$ cat src/rtl/data_mem_port.sv
// data_mem_port: byte/half/word load-store unit in front of a single-port synchronous 32-bit data RAM.
// Define MISALIGNED_SPLIT_EN to split word-crossing accesses into two RAM cycles; otherwise they return an error.
module data_mem_port #(
    parameter int RAM_WORD_ADDR_W = 14
) (
    input  logic                       SYS_clk,
    input  logic                       SYS_reset,
    input  logic                       MEM_req_valid,
    output logic                       MEM_req_ready,
    input  logic                       MEM_req_write,
    input  logic [1:0]                 MEM_req_length,
    input  logic                       MEM_req_signed,
    input  logic [31:0]                MEM_req_address,
    input  logic [31:0]                MEM_req_wdata,
    output logic                       MEM_resp_valid,
    output logic [31:0]                MEM_resp_rdata,
    output logic                       MEM_resp_error,
    output logic                       RAM_en,
    output logic [RAM_WORD_ADDR_W-1:0] RAM_addr,
    output logic [3:0]                 RAM_we,
    output logic [31:0]                RAM_wdata,
    input  logic [31:0]                RAM_rdata
);

    typedef enum logic [2:0] {IDLE, ACC0, ACC1, MERGE, ERR} state_t;
    state_t state, state_next;

    logic                       req_write;
    logic [1:0]                 req_length;
    logic                       req_signed;
    logic [1:0]                 req_off;
    logic [RAM_WORD_ADDR_W-1:0] req_word;
    logic [31:0]                req_wdata;
`ifdef MISALIGNED_SPLIT_EN
    logic                       req_split;
    logic [31:0]                word0;
`endif

    logic [2:0]  in_bytes;
    logic [2:0]  in_end;
    logic        in_split;
    logic        in_error;
    logic [3:0]  mask_n;
    logic [63:0] wd64;
    logic [7:0]  be8;
    logic [63:0] r64;
    logic [31:0] r_shift;
    logic [31:0] load_data;

    // The RAM aliases: address bits above the word address are deliberately dropped.
    logic unused_addr_hi;
    assign unused_addr_hi = ^MEM_req_address[31:RAM_WORD_ADDR_W+2];

    always_comb begin
        case (MEM_req_length)
            2'b01:   in_bytes = 3'd1;
            2'b10:   in_bytes = 3'd2;
            2'b11:   in_bytes = 3'd4;
            default: in_bytes = 3'd0;
        endcase
        in_end   = {1'b0, MEM_req_address[1:0]} + in_bytes;
        in_split = (in_end > 3'd4);
`ifdef MISALIGNED_SPLIT_EN
        in_error = (MEM_req_length == 2'b00);
`else
        in_error = (MEM_req_length == 2'b00) || in_split;
`endif
    end

    always_comb begin
        case (req_length)
            2'b01:   mask_n = 4'b0001;
            2'b10:   mask_n = 4'b0011;
            2'b11:   mask_n = 4'b1111;
            default: mask_n = 4'b0000;
        endcase
        wd64 = {32'b0, req_wdata} << {req_off, 3'b000};
        be8  = {4'b0, mask_n} << req_off;
    end

`ifndef MISALIGNED_SPLIT_EN
    logic unused_upper_lanes;
    assign unused_upper_lanes = ^{wd64[63:32], be8[7:4]};
`endif

    // In MERGE the last RAM word is on RAM_rdata; a split access pairs it with the word captured in ACC1.
    always_comb begin
`ifdef MISALIGNED_SPLIT_EN
        r64 = req_split ? {RAM_rdata, word0} : {32'b0, RAM_rdata};
`else
        r64 = {32'b0, RAM_rdata};
`endif
        r_shift = 32'(r64 >> {req_off, 3'b000});
        case (req_length)
            2'b01:   load_data = {{24{req_signed & r_shift[7]}}, r_shift[7:0]};
            2'b10:   load_data = {{16{req_signed & r_shift[15]}}, r_shift[15:0]};
            default: load_data = r_shift;
        endcase
    end

    always_comb begin
        state_next    = state;
        MEM_req_ready = 1'b0;
        RAM_en        = 1'b0;
        RAM_addr      = '0;
        RAM_we        = 4'b0000;
        RAM_wdata     = 32'b0;
        case (state)
            IDLE: begin
                MEM_req_ready = 1'b1;
                if (MEM_req_valid) begin
                    state_next = in_error ? ERR : ACC0;
                end
            end
            ACC0: begin
                RAM_en   = 1'b1;
                RAM_addr = req_word;
                if (req_write) begin
                    RAM_we    = be8[3:0];
                    RAM_wdata = wd64[31:0];
                end
`ifdef MISALIGNED_SPLIT_EN
                state_next = req_split ? ACC1 : MERGE;
`else
                state_next = MERGE;
`endif
            end
`ifdef MISALIGNED_SPLIT_EN
            ACC1: begin
                RAM_en   = 1'b1;
                RAM_addr = req_word + RAM_WORD_ADDR_W'(1);
                if (req_write) begin
                    RAM_we    = be8[7:4];
                    RAM_wdata = wd64[63:32];
                end
                state_next = MERGE;
            end
`endif
            MERGE:   state_next = IDLE;
            ERR:     state_next = IDLE;
            default: state_next = IDLE;
        endcase
    end

    always_ff @(posedge SYS_clk) begin
        if (!SYS_reset) begin
            state          <= IDLE;
            MEM_resp_valid <= 1'b0;
            MEM_resp_rdata <= 32'b0;
            MEM_resp_error <= 1'b0;
            req_write      <= 1'b0;
            req_length     <= 2'b00;
            req_signed     <= 1'b0;
            req_off        <= 2'b00;
            req_word       <= '0;
            req_wdata      <= 32'b0;
`ifdef MISALIGNED_SPLIT_EN
            req_split      <= 1'b0;
            word0          <= 32'b0;
`endif
        end else begin
            state          <= state_next;
            MEM_resp_valid <= 1'b0;
            MEM_resp_error <= 1'b0;
            if (MEM_req_valid && MEM_req_ready) begin
                req_write  <= MEM_req_write;
                req_length <= MEM_req_length;
                req_signed <= MEM_req_signed;
                req_off    <= MEM_req_address[1:0];
                req_word   <= MEM_req_address[RAM_WORD_ADDR_W+1:2];
                req_wdata  <= MEM_req_wdata;
`ifdef MISALIGNED_SPLIT_EN
                req_split  <= in_split;
`endif
            end
`ifdef MISALIGNED_SPLIT_EN
            if (state == ACC1) begin
                word0 <= RAM_rdata;
            end
`endif
            if (state == MERGE) begin
                MEM_resp_valid <= 1'b1;
                MEM_resp_rdata <= req_write ? 32'b0 : load_data;
            end
            if (state == ERR) begin
                MEM_resp_valid <= 1'b1;
                MEM_resp_error <= 1'b1;
                MEM_resp_rdata <= 32'b0;
            end
        end
    end

endmodule
$ cat config.mk
export PLATFORM = sky130hd
export DESIGN_NAME = data_mem_port
export DESIGN_NICKNAME = d
export VERILOG_FILES = /design/src/rtl/data_mem_port.sv
export SDC_FILE = /design/constraint.sdc
export NUM_CORES = 1
export LEC_CHECK = 0
export CAP_MARGIN = 10
export CORE_MARGIN = 10
export CORE_UTILIZATION = 47
export DETAILED_ROUTE_END_ITERATION = 7
export PLACE_DENSITY = 0.93
export SLEW_MARGIN = 20
export SYNTH_ARGS = -nofsm -noshare
export SYNTH_HDL_FRONTEND = slang
export SYNTH_SLANG_ARGS = --single-unit
$ cat constraint.sdc
create_clock -name SYS_clk -period 2.7 [get_ports SYS_clk]
set_input_delay 0.54 -clock SYS_clk [delete_from_list [all_inputs] [get_ports SYS_clk]]
set_output_delay 0.54 -clock SYS_clk [all_outputs]
set_load 0.005 [all_outputs]
==> results.sh, run 1 <==
export IMPL_outcome="finished clean"
export IMPL_dieArea_um2=14100
export IMPL_period_minus_slack_ns=2.63
export IMPL_min_path_cells=2
export IMPL_worstRegToRegCells=7
export IMPL_cts_root_buf="clkbuf_8"
export IMPL_wl_met3_um=1350
export IMPL_cp_required_ns=2.16
export IMPL_nNetsFinal=859
export IMPL_setup_slack_ns=0.0691
export IMPL_vias=4879
export IMPL_start_kind="flip-flop"
export IMPL_final_util=0.702
export IMPL_start_util=0.477
export IMPL_grt_ovfl_total=0
export IMPL_crit_type="reg -> out"
export IMPL_fin_crit_sh=0.974
export IMPL_place_port_buffers=172
export IMPL_final_common_cell="clkdlybuf4s50_1"
export IMPL_cp_top_family="simple AND/OR/NAND/NOR gates"
export IMPL_async_reset_ff_frac=0
export IMPL_pin_count=189
export IMPL_clk_path_buf_depth=2
export IMPL_first_pass_iters=5
export IMPL_r2r_setup_slack_ns=0.21
export IMPL_grt_max_degree=42
export IMPL_seq_area_frac_synth=0.388
export IMPL_leakagePower_nw=2.46
export IMPL_antenna_found_initial=0
export IMPL_wl_met1_um=6090
export IMPL_cp_arrival_ns=2.09
export IMPL_synth_edf_count=0
export IMPL_critPathBufInv=1
export IMPL_routed_wl_um=15800
export IMPL_cts_htree_levels=3
export IMPL_r2r_start="req_off[0]"
export IMPL_maxCapViolations=0
export IMPL_core_area_um2=9640
export IMPL_grt_pass1_wl_um=24900
export IMPL_max_stage_delay_ns=0.49
export IMPL_hp_class="reg -> reg"
export IMPL_slew_headroom=0.491
export IMPL_p_per_area_nw_per_um2=476
export IMPL_ys_flop_type="dfxtp_1"
export IMPL_worstReg2RegEnd="MEM_resp_rdata[23]"
export IMPL_wl_per_cell_um=17.8
export IMPL_yosysWarningCount=0
export IMPL_netlist_cell_type_count=41
export IMPL_top_layer="met4"
export IMPL_grt_pass1_vias=4967
export IMPL_cp_max_fo=8
export IMPL_drc_errors=0
export IMPL_area_growth_pct=47.4
export IMPL_yosysTopAreaCellShare=0.388
export IMPL_clock_latency_ns=0.37
export IMPL_final_cell_mix="clkdlybuf4s50_1 (167), nand2_1 (130), dfxtp_1 (84)"
export IMPL_tightest_slew_ns=0.761
export IMPL_gr_usage_all_layers=0.211
export IMPL_cts_tree="done"
export IMPL_fin_worst_skew_ns=0.0125
export IMPL_dp_slack_ns=0.121
export IMPL_crit_end="RAM_wdata[4]"
export IMPL_synth_cells=590
export IMPL_viasPerCell=5.49
export IMPL_ir_worst_vdd_v=0.000441
export IMPL_synth_area_top_cells="dfxtp_1 (39%), nand2_1 (11%), mux2i_1 (10%)"
export IMPL_clk_pin_slew_ns=0.09
export IMPL_fmax_mhz=380
export IMPL_cts_num_sinks=89
export IMPL_ant_nets=0
export IMPL_cp_startpoint="state[1]"
export IMPL_tns_ns=0
export IMPL_drt_initial_drc_count=348
export IMPL_hold_viol=0
export IMPL_gp_congestion=0.916
export IMPL_worst_path_stages=5
export IMPL_finalSetupViolations=0
export IMPL_netlist_area_um2=4590
export IMPL_cpMaxStageDelayCell="clkdlybuf4s50_1"
export IMPL_synth_top_area_cell="dfxtp_1"
export IMPL_rsz0062_at_grt="yes"
export IMPL_synthesis_nets=699
export IMPL_endpoint_kind="primary output"
export IMPL_fp_row_count=36
export IMPL_diodes=0
export IMPL_ys_ff_latch=89
export IMPL_syn_area_per_cell_um2=7.79
export IMPL_numCtsBuffers=9
export IMPL_place_hpwl_um=11800
export IMPL_dieWidth_um=119
export IMPL_slew_viol_final=0
export IMPL_drive_gt1_frac=0.0834
export IMPL_dr_wl_met2_um=7800
export IMPL_die_y_um=119
export IMPL_crit_chain="nand4bb_4 > or2_4 > nor2_4 > and2_4 > clkdlybuf4s50_1"
state kept, by name (all words and copies together) (netlist names):
register        flops
req_wdata          32
req_write           1
req_off             2
state               3
req_word           14
MEM_resp_error      1
MEM_resp_rdata     32
MEM_resp_valid      1
req_signed          1
req_length          2
layout make-up:
cell class                 instances  area, µm²
fill                             787       2870
multi-input combinational        449       2640
timing repair buffer             194       1940
sequential                        89       1790
tap                              133        166
clock buffer                      10        149
clock inverter                     6       63.8
inverter                           7       26.3
synth_stat cells (2+ instances only):
master / count
nor3_1: 4
buf_6: 2
buf_1: 4
ha_1: 5
o21a_1: 3
buf_2: 20
a22oi_1: 8
clkbuf_1: 19
nor3b_1: 2
nand2b_1: 2
dfxtp_1: 89
o31ai_1: 16
and2_1: 24
inv_1: 6
o22ai_1: 2
nor2b_1: 11
nand3_1: 3
mux2i_1: 47
a211oi_1: 17
o21ai_0: 11
a21oi_1: 79
nand2_1: 131
nor2_1: 56
nand3b_1: 10
o21ai_1: 3
tightest hold or removal path: stages (launching register included):
cell	delay, ns
dfxtp_1	0.32
nand2_1	0.05
a21oi_1	0.05
cell families (layout without fill, tap and decap cells):
family                     after synthesis  after routing  synth area share
adders and majority gates                6              6            0.0180
AOI/OAI and AO/OA                      145            145             0.192
and+or+nand+nor                        250            250             0.244
DFF                                     89             89             0.388
buffers and inverters                   52            217            0.0512
muxes                                   48             48             0.107
per-stage QoR:
step                area (µm²)  hold WS [ns]  instances  power, W
detailed placement        6440         0.441        869   0.00224
finish                    6770         0.456        888   0.00322
floorplan                 4590         0.432        590   0.00192
global route              6770         0.471        888   0.00337
global placement          6440         0.434        869   0.00221
CTS                       6700         0.455        886   0.00322
repair_timing:
item | CTS | global route
gates resized for setup | 7 | 15
buffers inserted | 1 | 2
pin swaps | 0 | 2
endpoints found under the setup margin | 27 | 15
hold endpoints to repair | 0 | 0
hold buffers | 0 | 0
routing by layer:
layer  GRT usage  vias to the layer above
met5           0                        -
met4      0.0977                        0
met3      0.0647                       33
met2       0.373                      225
met1       0.226                     2294
li1            -                     2327
power breakdown:
part | internal (W) | switching [W] | total, W
registers | 0.00139 | 0.0000701 | 0.00146
clock network | 0.000484 | 0.000500 | 0.000984
logic | 0.000366 | 0.000414 | 0.000780
worst min-delay path by stage:
stage                             from                  to  slack, ns
floorplan                  req_word[0]         req_word[0]       0.43
global placement    MEM_resp_rdata[10]  MEM_resp_rdata[10]       0.43
detailed placement  MEM_resp_rdata[13]  MEM_resp_rdata[13]       0.44
CTS                 MEM_resp_rdata[13]  MEM_resp_rdata[13]       0.45
global route               req_word[8]         req_word[8]       0.47
finish                   req_wdata[31]       req_wdata[31]       0.46
Note: power is estimated with default switching activity, not from simulation.
==> inputs of run 2 (changes only) <==
--- a/config.mk
+++ b/config.mk
@@ -10,6 +10,7 @@
 export CORE_UTILIZATION = 47
 export DETAILED_ROUTE_END_ITERATION = 7
 export PLACE_DENSITY = 0.93
+export REMOVE_ABC_BUFFERS = 1
 export SLEW_MARGIN = 20
 export SYNTH_ARGS = -nofsm -noshare
 export SYNTH_HDL_FRONTEND = slang
==> run 2 against run 1 <==
  * Critical path depth unchanged
  * Sequential share of layout area up 0.16 points
  * Final cell count up 0.34%
  * Non-clock buffer count up 3
  * Design area is 0.59% lower
  * Sequential power barely moved
  * Total power down 3.2%
  * Routed wire length down 2.4%
  * Setup slack better by 0.012 ns
  * Count of clock-buffer cells in the layout rose by 3
  * Register-to-register slack gained 0.24 ns
  * Hold slack lost 0.0053 ns
  * Largest cell class unchanged
  * Largest power group unchanged
==> results.sh, run 2 (synthesized netlist as in run 1, its figures left out) <==
export IMPL_worstReg2RegEnd="MEM_resp_rdata[18]"
export IMPL_min_to="MEM_resp_rdata[14]"
export IMPL_area_growth_pct=46.5
export IMPL_numCtsBuffers=9
export IMPL_grt_pass1_wl_um=24200
export IMPL_slew_viol_final=0
export IMPL_p_per_area_nw_per_um2=463
export IMPL_clk_path_buf_depth=2
export IMPL_r2r_setup_slack_ns=0.45
export IMPL_r2r_start="req_off[0]"
export IMPL_vias=4842
export IMPL_grt_pass1_vias=4794
export IMPL_endpoint_kind="primary output"
export IMPL_outcome="finished clean"
export IMPL_cp_arrival_ns=2.08
export IMPL_drc_errors=0
export IMPL_ant_nets=0
export IMPL_pin_count=189
export IMPL_gr_usage_all_layers=0.207
export IMPL_reg_top3="MEM_resp_rdata x32, req_wdata x32, req_word x14"
export IMPL_cp_required_ns=2.16
export IMPL_viasPerCell=5.43
export IMPL_dieWidth_um=119
export IMPL_critPathBufInv=2
export IMPL_hp_start="MEM_resp_rdata[14]"
export IMPL_final_util=0.698
export IMPL_cp_max_fo=8
export IMPL_hold_viol=0
export IMPL_cts_hold_buf=0
export IMPL_place_port_buffers=172
export IMPL_finalNonFillerCells=891
export IMPL_final_common_cell="clkdlybuf4s50_1"
export IMPL_grt_ovfl_total=0
export IMPL_cts_tree="done"
export IMPL_wl_per_cell_um=17.3
export IMPL_maxCapViolations=0
export IMPL_dieArea_um2=14100
export IMPL_diodes=0
export IMPL_cp_top_family="buffers and inverters"
export IMPL_core_area_um2=9640
export IMPL_clk_pin_slew_ns=0.08
export IMPL_period_minus_slack_ns=2.62
export IMPL_final_cell_mix="clkdlybuf4s50_1 (167), nand2_1 (130), dfxtp_1 (84)"
export IMPL_leakagePower_nw=2.45
export IMPL_finalSetupViolations=0
export IMPL_routed_wl_um=15400
export IMPL_min_path_cells=2
export IMPL_worst_path_stages=5
export IMPL_worstRegToRegCells=7
export IMPL_dp_cells=868
export IMPL_drive_gt1_frac=0.0726
export IMPL_fmax_mhz=382
export IMPL_crit_chain="nand4bb_4 > or2_4 > buf_4 > nor2_1 > clkdlybuf4s50_1"
export IMPL_antenna_found_initial=0
export IMPL_cts_htree_levels=3
export IMPL_nNetsFinal=862
export IMPL_cts_root_buf="clkbuf_8"
export IMPL_gp_congestion=0.886
export IMPL_cts_num_sinks=89
export IMPL_slew_headroom=0.455
export IMPL_grt_max_degree=55
export IMPL_cpMaxStageDelayCell="clkdlybuf4s50_1"
export IMPL_clock_latency_ns=0.36
export IMPL_fin_worst_skew_ns=0.0110
export IMPL_drt_initial_drc_count=316
export IMPL_hp_class="reg -> reg"
export IMPL_start_kind="flip-flop"
export IMPL_max_stage_delay_ns=0.55
export IMPL_die_y_um=119
export IMPL_tightest_slew_ns=0.816
export IMPL_place_hpwl_um=11400
export IMPL_first_pass_iters=5
export IMPL_fp_row_count=36
export IMPL_fin_crit_sh=0.970
export IMPL_crit_type="reg -> out"
export IMPL_start_util=0.477
export IMPL_ir_worst_vdd_v=0.000284
[run 2: changes by cell type in the layout (fill, tap and decap cells not counted), moves of 3 or more]
cell | previous run | this run
clkbuf_1 | 0 | 4
and2_4 | 3 | 0
and2_1 | 20 | 23
a211oi_1 | 14 | 17
a211oi_2 | 3 | 0
[run 2: final cells by class]
class | count | area [µm²]
clock inverters | 3 | 42.5
fillers | 782 | 2910
well taps | 133 | 166
repair buffers | 197 | 1960
inverters | 7 | 26.3
clock buffers | 13 | 139
flip-flops and latches | 89 | 1790
multi-input cells | 449 | 2610
[run 2: report_power, final]
part	switching, W	internal, W
sequential	0.0000591	0.00139
clock	0.000456	0.000429
combinational	0.000418	0.000369
[run 2: timing repair]
| item | 4_1_cts | 5_1_grt |
|---|---|---|
| pin swaps | 1 | 0 |
| buffers inserted | 2 | 5 |
| setup endpoints to repair | 22 | 23 |
| resized for setup | 3 | 12 |
[run 2: worst reg2reg max path, stage by stage, from the launching register on]
cell and delay (ns):
dfxtp_4 0.39, buf_6 0.19, buf_12 0.24, mux2i_1 0.45
o22ai_2 0.17, a311oi_4 0.27, buf_4 0.27, o31ai_1 0.13
[run 2: metrics by stage]
stage | area [µm²] | power, W | setup TNS [ns] | setup WS (ns) | hold slack [ns]
after floorplan | 4390 | 0.00189 | -35.92 | -0.774 | 0.432
after detailed placement | 6440 | 0.00224 | 0 | 0.107 | 0.443
after global placement | 6440 | 0.00221 | 0 | 0.159 | 0.433
after global routing | 6730 | 0.00327 | -0.00889 | -0.00889 | 0.475
after CTS | 6650 | 0.00312 | 0 | 0.00724 | 0.454
final | 6730 | 0.00312 | 0 | 0.0814 | 0.451
[run 2: how the worst max path moves through the flow]
stage | slack, ns | end | startpoint
2_1_floorplan | -0.77 | MEM_resp_rdata[16] | req_off[0]
3_3_place_gp | 0.16 | RAM_we[2] | req_off[0]
3_5_place_dp | 0.11 | state[0] | MEM_req_length[1]
4_1_cts | 0.007 | RAM_we[3] | req_off[0]
5_1_grt | -0.009 | RAM_we[3] | req_length[0]
6_report | 0.08 | RAM_wdata[15] | state[2]
[run 2: per-layer routing]
layer,vias up,global-route usage,part of all wire
li1,2334,-,-
met1,2268,0.235,0.41
met2,219,0.359,0.49
met3,21,0.0638,0.086
met4,0,0.0733,0.016
met5,-,0,0
==> inputs of run 3 (changes only) <==
--- a/config.mk
+++ b/config.mk
@@ -6,11 +6,11 @@
 export NUM_CORES = 1
 export LEC_CHECK = 0
 export CAP_MARGIN = 10
-export CORE_MARGIN = 10
 export CORE_UTILIZATION = 47
 export DETAILED_ROUTE_END_ITERATION = 7
 export PLACE_DENSITY = 0.93
 export REMOVE_ABC_BUFFERS = 1
+export SETUP_SLACK_MARGIN = 0.5
 export SLEW_MARGIN = 20
 export SYNTH_ARGS = -nofsm -noshare
 export SYNTH_HDL_FRONTEND = slang
==> run 3 against run 2 <==
  * Setup slack improved by 0.24 ns
  * First-iteration DRC count increased by 12%
  * Sequential share of layout area decreased by 2.4 points
  * Sequential cell count unchanged
  * Sequential power about the same
  * Critical endpoint is now RAM_wdata[6]
==> results.sh, run 3 (synthesized netlist as in run 1, its figures left out) <==
export IMPL_outcome="finished clean"
export IMPL_wl_per_cell_um=17.4
export IMPL_grt_max_degree=54
export IMPL_drive_gt1_frac=0.236
export IMPL_fp_row_count=35
export IMPL_gr_usage_all_layers=0.301
export IMPL_p_per_area_nw_per_um2=443
export IMPL_cp_common_cell="buf_6"
export IMPL_core_area_um2=9370
export IMPL_place_hpwl_um=9910
export IMPL_grt_pass1_wl_um=24000
export IMPL_swShare=0.314
export IMPL_endpoint_kind="primary output"
export IMPL_clkPwrFrac=0.256
export IMPL_fin_area_um2=7440
export IMPL_dp_slack_ns=0.107
export IMPL_place_port_buffers=172
export IMPL_grt_pass1_vias=4978
export IMPL_area_growth_pct=62.0
export IMPL_die_y_um=101
export IMPL_cp_max_fo=3
export IMPL_place_area_um2=6440
export IMPL_numCtsBuffers=9
export IMPL_final_common_cell="nand2_1"
export IMPL_start_util=0.490
export IMPL_slew_viol_final=0
export IMPL_setup_slack_ns=0.319
export IMPL_cts_root_buf="clkbuf_8"
export IMPL_cpMaxStageDelayCell="dfxtp_4"
export IMPL_final_cell_mix="nand2_1 (130), clkdlybuf4s50_1 (120), dfxtp_1 (81)"
export IMPL_tightest_slew_ns=0.558
export IMPL_ir_worst_vdd_v=0.000249
export IMPL_rsz0062_at_grt="yes"
export IMPL_start_kind="flip-flop"
export IMPL_clk_pin_slew_ns=0.09
export IMPL_cts_tree="done"
export IMPL_nNetsFinal=905
export IMPL_viasPerCell=5.65
export IMPL_period_minus_slack_ns=2.38
export IMPL_hp_class="reg -> reg"
export IMPL_drc_errors=0
export IMPL_slew_headroom=0.628
export IMPL_cp_required_ns=2.16
export IMPL_max_stage_delay_ns=0.36
export IMPL_cp_arrival_ns=1.84
export IMPL_p_sw_w=0.00104
export IMPL_dieArea_um2=10200
export IMPL_leakagePower_nw=3.06
export IMPL_crit_type="reg -> out"
export IMPL_fin_crit_sh=0.882
export IMPL_p_seq_frac=0.444
export IMPL_hold_viol=0
export IMPL_vias=5248
export IMPL_ant_nets=0
export IMPL_dieWidth_um=101
export IMPL_grt_ovfl_total=0
export IMPL_cts_htree_levels=3
export IMPL_reg_top3="MEM_resp_rdata x32, req_wdata x32, req_word x14"
export IMPL_p_comb_frac=0.300
export IMPL_finalSetupViolations=0
export IMPL_antenna_found_initial=0
export IMPL_diodes=0
export IMPL_maxCapViolations=0
export IMPL_pin_count=189
export IMPL_first_pass_iters=6
export IMPL_fmax_mhz=420
export IMPL_clock_latency_ns=0.34
export IMPL_fin_worst_skew_ns=0.00681
export IMPL_crit_chain="nand4bb_4 > or2_4 > nor2_4 > buf_6 > buf_6 > buf_6 > and2_1 > buf_2"
export IMPL_clk_path_buf_depth=2
export IMPL_drt_initial_drc_count=354
export IMPL_intPower_w=0.00226
export IMPL_fillers=620
export IMPL_cts_num_sinks=89
export IMPL_gp_congestion=0.897
export IMPL_routed_wl_um=16200
[run 3: cell count changes in the layout (fill, tap and decap cells not counted), moves of 8 or more]
cell	change
clkdlybuf4s50_1	-47
buf_2	+22
buf_6	+22
buf_4	+17
a211oi_1	-13
a211oi_2	+12
dlymetal6s2s_1	+10
nor2_1	-10
mux2i_1	-9
clkbuf_2	+8
nor2_4	+8
[run 3: final cells by class]
class,count,area (µm²),area share
multi-input combinational,449,2920,0.392
timing repair buffer,240,2360,0.317
sequential,89,1800,0.242
tap,129,161,0.0217
clock buffer,11,151,0.0203
clock inverter,4,27.5,0.00370
inverter,7,26.3,0.00353
[run 3: final timing paths]
check | slack (ns) | from | endpoint | depth (start not counted)
max | 0.32 | state[2] | RAM_wdata[6] | 8
min | 0.46 | req_wdata[24] | req_wdata[24] | 2
max reg2reg | 0.62 | req_off[0] | MEM_resp_rdata[21] | 9
min reg2reg | 0.46 | req_wdata[24] | req_wdata[24] | 2
[run 3: per-stage QoR]
stage,util,setup TNS [ns],std cells,hold WS [ns],total power (W)
3_5_place_dp,0.687,0,865,0.442,0.00224
6_report,0.794,0,929,0.456,0.00330
4_1_cts,0.746,0,906,0.454,0.00317
5_1_grt,0.794,0,929,0.480,0.00345
2_1_floorplan,-,-35.92,545,0.432,0.00189
3_3_place_gp,0.687,0,865,0.435,0.00220
[run 3: critical path: cells and delay by family, from the launching register on]
family,cells,cell delay (ns)
buffers and inverters,4,0.42
and+or+nand+nor,4,0.72
DFF,1,0.36
[run 3: power groups by stage]
| stage | clock (W) | sequential (W) | combinational (W) |
|---|---|---|---|
| after detailed placement | 0 | 0.00149 | 0.000751 |
| after global placement | 0 | 0.00148 | 0.000725 |
| after global routing | 0.000923 | 0.00147 | 0.00106 |
| after floorplan | 0 | 0.00150 | 0.000387 |
| after CTS | 0.000860 | 0.00145 | 0.000853 |
| final | 0.000844 | 0.00147 | 0.000989 |
[run 3: what timing repair did]
action / in CTS / in global routing
pin swaps: 9 / 15
hold buffers: 0 / 0
buffers inserted: 22 / 22
resized for setup: 153 / 119
setup endpoints to repair: 67 / 70
cloned: 4 / 1
[run 3: routing by layer]
metal  global-route usage  routed length [µm]  vias to the layer above  part of all wire
met2                0.554                8250                      305              0.51
met5                    0                   0                        -                 0
met4               0.0992                 460                        0             0.028
li1                     -                   -                     2422                 -
met3               0.0693                1390                       51             0.086
met1                0.343                6070                     2470              0.38
